`config.mk`:
```
export PLATFORM = sky130hd
export DESIGN_NAME = asrv32_fetch
export DESIGN_NICKNAME = d
export VERILOG_FILES = /design/src/rtl/asrv32_fetch_pkg.sv /design/src/rtl/asrv32_fetch.sv
export SDC_FILE = /design/constraint.sdc
export NUM_CORES = 1
export LEC_CHECK = 0
export BUFFER_PORTS_ARGS = -buffer_cell sky130_fd_sc_hd__buf_2
export CORE_UTILIZATION = 59
export CTS_CLUSTER_SIZE = 30
export DETAILED_ROUTE_END_ITERATION = 7
export HOLD_SLACK_MARGIN = 0.05
export PLACE_DENSITY = 0.86
export SLEW_MARGIN = 20
export SYNTH_ARGS = -nofsm -noshare
export SYNTH_HDL_FRONTEND = slang
export SYNTH_SLANG_ARGS = --single-unit
```
`constraint.sdc`:
```
create_clock -name i_clk -period 5.25 [get_ports i_clk]
set_input_delay 0.2625 -clock i_clk [delete_from_list [all_inputs] [get_ports i_clk]]
set_output_delay 0.2625 -clock i_clk [all_outputs]
set_load 0.02 [all_outputs]
```
`src/rtl/asrv32_fetch_pkg.sv`:
```
// Shared definitions for the asrv32 instruction-fetch stage:
// FSM state encodings, PC step and PC alignment helper.
package asrv32_fetch_pkg;

    typedef enum logic [1:0] {
        FETCH_IDLE     = 2'd0,
        FETCH_WAIT_ACK = 2'd1,
        FETCH_HOLD     = 2'd2,
        FETCH_DISCARD  = 2'd3
    } fetch_state_e;

    localparam logic [31:0] PC_INCR = 32'd4;

    // Instructions are word aligned; the two low target bits are dropped.
    function automatic logic [31:0] align_pc(input logic [31:0] addr);
        return addr & ~32'h0000_0003;
    endfunction

endpackage

```
`src/rtl/asrv32_fetch.sv`:
```
// asrv32 IF stage: owns the PC, runs a single-outstanding request/ack fetch,
// feeds decode through a one-entry skid buffer and follows ALU/WB redirects.
module asrv32_fetch
    import asrv32_fetch_pkg::*;
#(
    parameter logic [31:0] PC_RESET = 32'h0000_0000
) (
    input  logic        i_clk,
    input  logic        i_rst,
    output logic [31:0] o_iaddr,
    output logic        o_stb_inst,
    input  logic        i_ack_inst,
    input  logic [31:0] i_inst,
    input  logic        i_alu_change_pc,
    input  logic [31:0] i_alu_next_pc,
    input  logic        i_wb_change_pc,
    input  logic [31:0] i_wb_next_pc,
    output logic [31:0] o_inst_ifid,
    output logic [31:0] o_pc_ifid,
    output logic        o_ce,
    input  logic        i_stall
);

    fetch_state_e state_q;
    logic [31:0]  pc_q;
    logic [31:0]  iaddr_q;
    logic         stb_q;
    logic [31:0]  inst_q;
    logic [31:0]  pc_ifid_q;
    logic         ce_q;
    logic [31:0]  skid_inst_q;
    logic [31:0]  skid_pc_q;

    logic         redirect;
    logic         ack;
    logic [31:0]  redirect_pc_d;
    logic [31:0]  pc_inc_d;

    // An ack only counts while a request is actually outstanding.
    assign ack = i_ack_inst & stb_q;

    always_comb begin
        redirect      = i_wb_change_pc | i_alu_change_pc;
        redirect_pc_d = align_pc(i_wb_change_pc ? i_wb_next_pc : i_alu_next_pc);
        pc_inc_d      = pc_q + PC_INCR;
    end

    always_ff @(posedge i_clk) begin
        if (i_rst) begin
            state_q     <= FETCH_IDLE;
            pc_q        <= PC_RESET;
            iaddr_q     <= PC_RESET;
            stb_q       <= 1'b0;
            inst_q      <= 32'd0;
            pc_ifid_q   <= 32'd0;
            ce_q        <= 1'b0;
            skid_inst_q <= 32'd0;
            skid_pc_q   <= 32'd0;
        end else if (redirect) begin
            pc_q        <= redirect_pc_d;
            ce_q        <= 1'b0;
            skid_inst_q <= 32'd0;
            skid_pc_q   <= 32'd0;
            case (state_q)
                FETCH_IDLE: begin
                    state_q <= FETCH_IDLE;
                    stb_q   <= 1'b0;
                end
                FETCH_WAIT_ACK: begin
                    if (ack) begin
                        state_q <= FETCH_WAIT_ACK;
                        iaddr_q <= redirect_pc_d;
                    end else begin
                        // Outstanding request must still complete; its data is dropped.
                        state_q <= FETCH_DISCARD;
                    end
                    stb_q <= 1'b1;
                end
                FETCH_HOLD: begin
                    state_q <= FETCH_WAIT_ACK;
                    iaddr_q <= redirect_pc_d;
                    stb_q   <= 1'b1;
                end
                default: begin
                    state_q <= FETCH_DISCARD;
                    stb_q   <= 1'b1;
                end
            endcase
        end else begin
            case (state_q)
                FETCH_IDLE: begin
                    if (!i_stall) begin
                        state_q <= FETCH_WAIT_ACK;
                        iaddr_q <= pc_q;
                        stb_q   <= 1'b1;
                        ce_q    <= 1'b0;
                    end
                end
                FETCH_WAIT_ACK: begin
                    if (ack && !i_stall) begin
                        inst_q    <= i_inst;
                        pc_ifid_q <= pc_q;
                        ce_q      <= 1'b1;
                        pc_q      <= pc_inc_d;
                        iaddr_q   <= pc_inc_d;
                    end else if (ack) begin
                        skid_inst_q <= i_inst;
                        skid_pc_q   <= pc_q;
                        pc_q        <= pc_inc_d;
                        state_q     <= FETCH_HOLD;
                        stb_q       <= 1'b0;
                    end else if (!i_stall) begin
                        ce_q <= 1'b0;
                    end
                end
                FETCH_HOLD: begin
                    if (!i_stall) begin
                        inst_q      <= skid_inst_q;
                        pc_ifid_q   <= skid_pc_q;
                        ce_q        <= 1'b1;
                        skid_inst_q <= 32'd0;
                        skid_pc_q   <= 32'd0;
                        state_q     <= FETCH_WAIT_ACK;
                        iaddr_q     <= pc_q;
                        stb_q       <= 1'b1;
                    end
                end
                default: begin
                    if (ack) begin
                        state_q <= FETCH_WAIT_ACK;
                        iaddr_q <= pc_q;
                    end
                end
            endcase
        end
    end

    assign o_iaddr     = iaddr_q;
    assign o_stb_inst  = stb_q;
    assign o_inst_ifid = inst_q;
    assign o_pc_ifid   = pc_ifid_q;
    assign o_ce        = ce_q;

endmodule

```
==> results of run 1 <==
-- worst min-delay path by stage --
stage | to | slack (ns) | depth (start not counted)
2_1_floorplan | pc_q[2] | 0.43 | 2
3_3_place_gp | skid_pc_q[31] | 0.44 | 2
3_5_place_dp | skid_pc_q[30] | 0.45 | 2
4_1_cts | pc_q[2] | 0.10 | 3
5_1_grt | pc_q[2] | 0.15 | 3
6_report | pc_q[2] | 0.11 | 3
-- cells in the mapped netlist, drive strengths merged, types with 7 or more instances --
| master | number | area share |
|---|---|---|
| xnor2 | 15 | 0.014 |
| o21ai | 33 | 0.018 |
| buf | 49 | 0.029 |
| nand3 | 16 | 0.0092 |
| a22oi | 17 | 0.014 |
| a311oi | 19 | 0.019 |
| nor4 | 13 | 0.012 |
| nand4 | 18 | 0.014 |
| nand2 | 171 | 0.071 |
| and4 | 7 | 0.0067 |
| a21oi | 162 | 0.088 |
| inv | 13 | 0.0053 |
| and3 | 9 | 0.0061 |
| nor3 | 27 | 0.017 |
| a31oi | 7 | 0.0048 |
| nor2b | 57 | 0.039 |
| a22o | 10 | 0.0095 |
| nor2 | 121 | 0.049 |
| dfxtp | 188 | 0.41 |
| a211oi | 85 | 0.069 |
| clkbuf | 67 | 0.027 |
-- critical path, delay by kind of cell (launching register included) --
| kind | cells | cell delay (ns) |
|---|---|---|
| DFF | 1 | 0.35 |
| buffers and inverters | 3 | 0.92 |
| adders and majority gates | 1 | 0.59 |
| and+or+nand+nor | 3 | 0.71 |
| AOI/OAI and AO/OA | 2 | 0.49 |
-- sequential cells by signal, indices dropped and copies added, names as in the netlist --
signal	flops
pc_q	30
o_iaddr	30
o_pc_ifid	30
skid_pc_q	30
o_ce	1
skid_inst_q	32
o_stb_inst	1
o_inst_ifid	32
state_q	2
-- power by group through the flow --
stage	Sequential (mW)	Clock (mW)	Combinational [mW]
global route	1.61	1.40	0.844
finish	1.60	1.33	0.773
floorplan	1.70	0	0.461
CTS	1.59	1.33	0.763
global placement	1.62	0	0.740
detailed placement	1.63	0	0.758
-- stage by stage --
stage	hold slack (ns)	power, mW	area, um2	util	setup slack (ns)
2_1_floorplan	0.4295	2.157	9221	-	3.307
3_3_place_gp	0.4415	2.362	10020	0.6588	2.249
4_1_cts	0.1002	3.689	10620	0.6988	2.124
3_5_place_dp	0.4470	2.384	10020	0.6588	2.137
6_report	0.1080	3.698	10660	0.7009	2.075
5_1_grt	0.1476	3.849	10660	0.7009	1.826
-- kinds of logic after synthesis --
kind of cell | count (synthesis)
XOR/XNOR | 19
multiplexers | 7
other | 1
flip-flops | 188
AND/OR/NAND/NOR | 453
buffers and inverters | 129
adder cells (fa/ha/maj) | 6
AO/OA/AOI/OAI | 377
-- layer usage --
layer,vias to the layer above,part of all wire
li1,4414,-
met4,0,0.025
met5,-,0
met3,56,0.090
met1,4163,0.43
met2,465,0.45
-- area by class of cell --
type,instances,area [um2]
clock buffers,17,425.4
clock inverters,15,181.4
fillers,1273,4547
inverters,13,48.80
multi-input cells,866,4925
flip-flops and latches,188,3764
well taps,188,235.2
repair buffers,204,1076
==> impl_metrics.ini, run 1 <==
[layout]
areaGrowthSynthToFinish_pct = 15.69
fin_nets = 1398
drive_gt1_frac = 0.2018
most-common-layout-cells = buf_2, dfxtp_1, nand2_1
finalNonFillerCells = 1491
layout_commonest_cell = buf_2
diodes = 0

[power]
powerDensity_nw_per_um2 = 347.1
pwr-share-seq = 0.432
combPwrFrac = 0.209
sw_frac_of_total = 0.3244
clock_power_share = 0.360
internal-power_mw = 2.498
p_leak_nw = 3.966
switching_power_mw = 1.200
irDropWorstVdd_mv = 0.2778

[synth]
synth_area_um2 = 9210
synthXorXnorAreaFrac = 0.01807
synth_compound_area_frac = 0.2619
async_flop_share = 0
ys_ff_latch = 188
synthAdderAreaFrac = 0.008151
seq_area_frac_synth = 0.4086
synth_top_family_by_area = compound AO/OA/AOI/OAI gates
synth-edff-count = 0
synth.distinct_cells = 65
synthSimpleGateAreaFrac = 0.2333
synth_warnings = 0
synthFlopType = dfxtp_1
synth_cells = 1180
synthMuxAreaShare = 0.007744
postSynthAreaPerCell_um2 = 7.805

[cts]
root_buffer = clkbuf_16
cts_buffer_depth = 2
clk_pin_slew_ns = 0.07
htree_levels = 4
cts_tree = built
post_cts_resized = 0
cts_buffers = 17
clock_latency_ns = 0.44
holdBufCountCts = 0
clkSinkCount = 188
cts_setup_buffers = 0

[worst_setup_path]
r2r_start = state_q[1]
critPathMaxStageDelay_ns = 0.59
timing.rr.end = o_iaddr[15]
crit_path_end_kind = flip-flop
crit_slowest_cell = ha_1
rr_worst_depth = 9
crit_chain = inv_1 > ha_1 > buf_4 > nand3_1 > a22o_1 > nand2_1 > buf_4 > nor2_1 > a311oi_1
cp_data_required_time_ns = 5.59
rrSetupSlack_ns = 2.08
crit_top_cell = buf_4
critPathArrivalTime_ns = 3.51
cp-start-kind = flip-flop
path_class = reg -> reg
crit_path_end = o_iaddr[15]
cp-startpoint = state_q[1]
path_max_fanout = 32

[floorplan]
die_h_um = 126.9
core_area_um2 = 15200
die-area_um2 = 16110
rows = 45
fp.dieW_um = 126.9
io_pins = 200
start_util = 0.6058

[detailed_routing]
final_antenna_net_count = 0
post_drt_wl_per_cell_um = 16.68
drt_pass1_iterations = 6
drt_iter0_drc = 908
routed_wl_um = 24870
vias = 9098
viasPerCell = 6.102
drc = 0

[sta]
fmax_mhz = 315.0
max_slew_margin = 0.4290
finalClockSkew_ns = 0.009564
post-route-period-util = 0.6048
fin_crit_ns = 3.175
maxSlewViolCount = 0
setup_viol = 0
tns_ns = 0
hold_viol = 0
worst_pin_slew_ns = 0.8564
rsz0062_at_grt = false

[grt]
grt.busiest_layer = met2
grt_overflow = 0
grt_pass1_vias = 8144
grt_max_degree = 114
track_usage = 0.3069
antenna_found_initial = 0
grt_first_pass_wirelength_um = 39610
grtUsageMet3 = 0.05061
grt_use_met2 = 0.4674
use_met1 = 0.4210

[placement]
dp_hpwl_um = 16280
gp_congestion = 0.9336
port_buffers = 191
placed_cells = 1458

[flow_run]
drv_cap = 0

[worst_hold_path]
hold_start = i_wb_next_pc[2]
hold_class = in -> reg

[status]
status = completed
Power figures use the tool's default switching activity.
==> inputs of run 2 (changes only) <==
--- a/config.mk
+++ b/config.mk
@@ -6,11 +6,11 @@
 export NUM_CORES = 1
 export LEC_CHECK = 0
 export BUFFER_PORTS_ARGS = -buffer_cell sky130_fd_sc_hd__buf_2
-export CORE_UTILIZATION = 59
+export CORE_UTILIZATION = 55
 export CTS_CLUSTER_SIZE = 30
 export DETAILED_ROUTE_END_ITERATION = 7
 export HOLD_SLACK_MARGIN = 0.05
-export PLACE_DENSITY = 0.86
+export PLACE_DENSITY = 0.81
 export SLEW_MARGIN = 20
 export SYNTH_ARGS = -nofsm -noshare
 export SYNTH_HDL_FRONTEND = slang
==> constraint.sdc (replaced) <==
create_clock -name i_clk -period 3.25 [get_ports i_clk]
set_input_delay 0.1625 -clock i_clk [delete_from_list [all_inputs] [get_ports i_clk]]
set_output_delay 0.1625 -clock i_clk [all_outputs]
set_load 0.02 [all_outputs]
==> impl_metrics.ini, run 2 (synthesis gave the netlist of run 1 again) <==
[floorplan]
core_area_um2 = 16120
die_h_um = 131.4
start_util = 0.5715
fp.dieW_um = 131.4
io_pins = 200
rows = 46
die-area_um2 = 17270

[status]
status = completed

[layout]
multi_input_comb_area_um2 = 4920
fill_cells = 1379
seq_area_um2 = 3764
final_util = 0.6686
fin_nets = 1406
most-common-layout-cells = buf_2, dfxtp_1, nand2_1
layout_commonest_cell = buf_2
drive_gt1_frac = 0.2052
finalInstanceArea_um2 = 10780
areaGrowthSynthToFinish_pct = 16.99

[cts]
htree_levels = 4
root_buffer = clkbuf_16
clock_latency_ns = 0.43
clkSinkCount = 188
cts_tree = built
cts_buffer_depth = 2
cts_buffers = 17
clk_pin_slew_ns = 0.07
post_cts_resized = 0

[grt]
antenna_found_initial = 2
track_usage = 0.2922
grt_overflow = 0
grt_first_pass_wirelength_um = 41280
grt_pass1_vias = 8273
grt_max_degree = 115

[detailed_routing]
post_drt_wl_per_cell_um = 16.61
final_antenna_net_count = 0
drc = 0
vias = 9091
drt_pass1_iterations = 7
viasPerCell = 5.946
routed_wl_um = 25400
drt_iter0_drc = 1018

[worst_hold_path]
hold_class = in -> reg
holdPathStages = 3

[worst_setup_path]
path_max_fanout = 48
path_class = reg -> reg
crit_path_end_kind = flip-flop
rr_worst_depth = 9
cp-start-kind = flip-flop
cp_data_required_time_ns = 3.59
critPathArrivalTime_ns = 2.99

[sta]
hold_viol = 0
fin_crit_ns = 2.653
rsz0062_at_grt = false
tns_ns = 0
worst_pin_slew_ns = 0.7487
finalClockSkew_ns = 0.008229
max_slew_margin = 0.5008
fmax_mhz = 376.9
post-route-period-util = 0.8163
setup_viol = 0
maxSlewViolCount = 0

[power]
totalPowerFinal_mw = 5.943
powerDensity_nw_per_um2 = 551.6
p_leak_nw = 3.991
irDropWorstVdd_mv = 0.3905

[placement]
place_area_um2 = 10170
gp_congestion = 0.8990
port_buffers = 191
dp_hpwl_um = 16530

[flow_run]
drv_cap = 0
==> run 2: changes by cell type in the layout (fill, tap and decap cells not counted) <==
cell,delta
nor2b_2,+1
diode_2,+2
buf_16,-1
clkinv_2,-2
buf_4,+3
clkbuf_8,+2
dlygate4sd3_1,+1
clkinvlp_4,+3
clkinv_4,-2
bufinv_16,-1
nor2b_4,-1
buf_12,+5
clkbuf_1,+1
clkinv_8,-1
==> run 2: metrics by stage <==
stage | hold slack (ns) | cells | worst slack (ns)
after floorplan | 0.3295 | 1183 | 1.307
after global placement | 0.4413 | 1494 | 0.7129
after detailed placement | 0.4470 | 1494 | 0.6334
after global routing | 0.1189 | 1529 | 0.3209
after CTS | 0.08523 | 1527 | 0.6323
final | 0.1039 | 1529 | 0.5970
==> run 2: critical path, cell delays in order (launching register included) <==
cell and delay, ns:
dfxtp_1 0.35, inv_1 0.13, ha_1 0.58, nand3_1 0.14, buf_4 0.23, a22o_1 0.22
nand2_1 0.08, buf_4 0.42, nor2_1 0.10, a311oi_1 0.29
==> run 2: cell type report <==
| class | instances | area share |
|---|---|---|
| multi-input combinational | 866 | 0.4566 |
| sequential | 188 | 0.3493 |
| timing repair buffer | 212 | 0.1096 |
| clock buffer | 20 | 0.04238 |
| tap | 216 | 0.02508 |
| clock inverter | 12 | 0.01208 |
| inverter | 13 | 0.004529 |
| antenna | 2 | 0.0004645 |
==> run 2: repair_timing <==
item / in CTS / in global routing
endpoints found under the hold margin: 2 / 0
hold buffers: 1 / 0
setup buffers: 0 / 0
==> run 2: path summary, 6_finish.rpt <==
check | start | end | slack [ns]
max | state_q[1] | o_iaddr[2] | 0.60
min | i_alu_next_pc[23] | pc_q[23] | 0.10
max reg2reg | state_q[1] | o_iaddr[2] | 0.60
min reg2reg | skid_inst_q[18] | skid_inst_q[18] | 0.46
==> run 2: per-layer routing <==
layer | wire, um | track usage | vias up | share of wire
li1 | - | - | 4449 | -
met1 | 11320 | 0.4034 | 4117 | 0.45
met2 | 11370 | 0.4544 | 455 | 0.45
met3 | 2027 | 0.04244 | 70 | 0.080
met4 | 673 | 0.1234 | 0 | 0.027
met5 | 0 | 0 | - | 0
==> run 2: report_power, final <==
group / total [mW] / switching (mW) / internal, mW
clock: 2.09 / 0.966 / 1.12
sequential: 2.58 / 0.117 / 2.46
combinational: 1.28 / 0.842 / 0.433
==> inputs of run 3 (changes only) <==
--- a/config.mk
+++ b/config.mk
@@ -5,12 +5,13 @@
 export SDC_FILE = /design/constraint.sdc
 export NUM_CORES = 1
 export LEC_CHECK = 0
+export ABC_AREA = 1
 export BUFFER_PORTS_ARGS = -buffer_cell sky130_fd_sc_hd__buf_2
 export CORE_UTILIZATION = 55
 export CTS_CLUSTER_SIZE = 30
 export DETAILED_ROUTE_END_ITERATION = 7
 export HOLD_SLACK_MARGIN = 0.05
-export PLACE_DENSITY = 0.81
+export PLACE_DENSITY = 0.8
 export SLEW_MARGIN = 20
 export SYNTH_ARGS = -nofsm -noshare
 export SYNTH_HDL_FRONTEND = slang
==> constraint.sdc (replaced) <==
create_clock -name i_clk -period 2.8 [get_ports i_clk]
set_input_delay 0.14 -clock i_clk [delete_from_list [all_inputs] [get_ports i_clk]]
set_output_delay 0.14 -clock i_clk [all_outputs]
set_load 0.02 [all_outputs]
==> impl_metrics.ini, run 3 <==
[grt]
grt_overflow = 0
grt_max_degree = 106
grt_pass1_vias = 9391
track_usage = 0.3177
use_met1 = 0.3914
grt_use_met2 = 0.5512
grtUsageMet3 = 0.04833
antenna_found_initial = 0
grt.busiest_layer = met2
grt_first_pass_wirelength_um = 45590

[worst_setup_path]
cp_data_required_time_ns = 3.16
r2r_start = state_q[1]
path_max_fanout = 63
critPathMaxStageDelay_ns = 0.55
crit_path_end = o_stb_inst
critPathTopFamily = buffers and inverters
rrSetupSlack_ns = 0.57
timing.rr.end = o_stb_inst
path_buf_inv = 3
crit_top_cell = nand2_1
path_class = reg -> reg
cp-start-kind = flip-flop
critPathArrivalTime_ns = 2.59
crit_cells = 10
cp-startpoint = state_q[1]
crit_path_end_kind = flip-flop
rr_worst_depth = 10
crit_chain = inv_1 > ha_1 > inv_2 > nand2_1 > nand2_2 > buf_4 > nand2_1 > o211ai_1 > nand2_1 > a21oi_1
crit_slowest_cell = buf_4

[detailed_routing]
final_antenna_net_count = 0
drt_pass1_iterations = 5
routed_wl_um = 28070
drc = 0
post_drt_wl_per_cell_um = 14.89
drt_iter0_drc = 938
vias = 10330
viasPerCell = 5.476

[sta]
fmax_mhz = 448.9
post-route-period-util = 0.7956
fin_crit_ns = 2.228
hold_viol = 0
rsz0062_at_grt = false
setup_viol = 0
max_slew_margin = 0.4287
worst_pin_slew_ns = 0.8560
tns_ns = 0
finalClockSkew_ns = 0.008785
maxSlewViolCount = 0
fin_ws_ns = 0.5723

[cts]
root_buffer = clkbuf_16
holdBufCountCts = 31
clk_pin_slew_ns = 0.07
clock_latency_ns = 0.44
post_cts_resized = 0
cts_buffer_depth = 2
clkSinkCount = 188
cts_buffers = 17
htree_levels = 4
cts_setup_buffers = 0
cts_tree = built

[placement]
port_buffers = 191
pre_cts_ws_ns = 0.5999
dp_hpwl_um = 18010
placed_cells = 1823
gp_congestion = 0.9480
place_area_um2 = 10500

[synth]
seq_area_frac_synth = 0.3965
postSynthAreaPerCell_um2 = 6.380
synth_warnings = 0
synth_area_leader_cell = dfxtp_1
synth_cells = 1488
synth.distinct_cells = 28
yosysMostFrequentCell = nand2_1
yosys.area.top_type_share = 0.3965
ys_top_cells_by_count = nand2_1, dfxtp_1, a21oi_1
synth_area_um2 = 9493
ys_ff_latch = 188
synth_area_leaders = dfxtp_1, nand2_1, a21oi_1
synth-edff-count = 0
async_flop_share = 0
synthFlopType = dfxtp_1

[power]
irDropWorstVdd_mv = 0.7385
powerDensity_nw_per_um2 = 766.8
p_leak_nw = 5.132

[worst_hold_path]
hold_class = in -> reg

[layout]
finalInstanceArea_um2 = 11410
seq_area_um2 = 3764
finalNonFillerCells = 1886
final_util = 0.6830
diodes = 0
layout_commonest_cell = nand2_1
areaGrowthSynthToFinish_pct = 20.17
multi_input_comb_area_um2 = 4908
most-common-layout-cells = nand2_1, buf_2, dfxtp_1
fill_cells = 1491
fin_nets = 1761
drive_gt1_frac = 0.1531

[floorplan]
rows = 47
core_area_um2 = 16700
start_util = 0.5684
die-area_um2 = 17790
fp.dieW_um = 133.4
die_h_um = 133.4
io_pins = 200

[flow_run]
drv_cap = 0

[status]
status = completed
## run 3: routing by layer
metal,vias to the layer above,share of wire
li1,5127,-
met1,4699,0.41
met2,431,0.49
met3,70,0.067
met4,0,0.033
met5,-,0
## run 3: cell families after synthesis
kind of cell	after synthesis	share of synthesized area
xor gates and xnor gates	8	0.007381
DFF	188	0.3965
and+or+nand+nor	724	0.3030
AOI/OAI and AO/OA	357	0.1952
buffers and inverters	204	0.08963
adders and majority gates	6	0.007908
other	1	0.0003950
## run 3: worst min-delay path by stage
stage,from,endpoint,slack [ns],depth (start not counted)
final,i_wb_next_pc[22],pc_q[22],0.06,5
after detailed placement,i_inst[2],skid_inst_q[2],0.42,3
after global routing,i_inst[12],skid_inst_q[12],0.07,3
after floorplan,i_inst[27],skid_inst_q[27],0.31,2
after global placement,i_inst[7],skid_inst_q[7],0.42,3
after CTS,i_inst[12],skid_inst_q[12],0.05,3
## run 3: area by class of cell
type | instances | area share
clock buffer | 20 | 0.04091
clock inverter | 12 | 0.01119
inverter | 107 | 0.03521
multi-input combinational | 1099 | 0.4303
sequential | 188 | 0.3299
tap | 220 | 0.02413
timing repair buffer | 240 | 0.1283
## run 3: per-stage QoR
step           hold WS (ns)  power, mW
4_1_cts             0.05189      8.701
3_3_place_gp         0.4228      6.197
2_1_floorplan        0.3077      5.432
5_1_grt             0.07324      9.239
6_report            0.05517      8.747
3_5_place_dp         0.4230      6.255
## run 3: power breakdown
| part | internal (mW) | switching [mW] |
|---|---|---|
| combinational | 0.862 | 2.16 |
| sequential | 3.04 | 0.238 |
| clock | 1.32 | 1.12 |
| total | 5.23 | 3.52 |
## run 3: tightest hold or removal path, stage by stage
cell	delay [ns]
buf_2	0.07
o21ai_0	0.08
nand2_1	0.07
a21oi_1	0.03
nor2_1	0.07
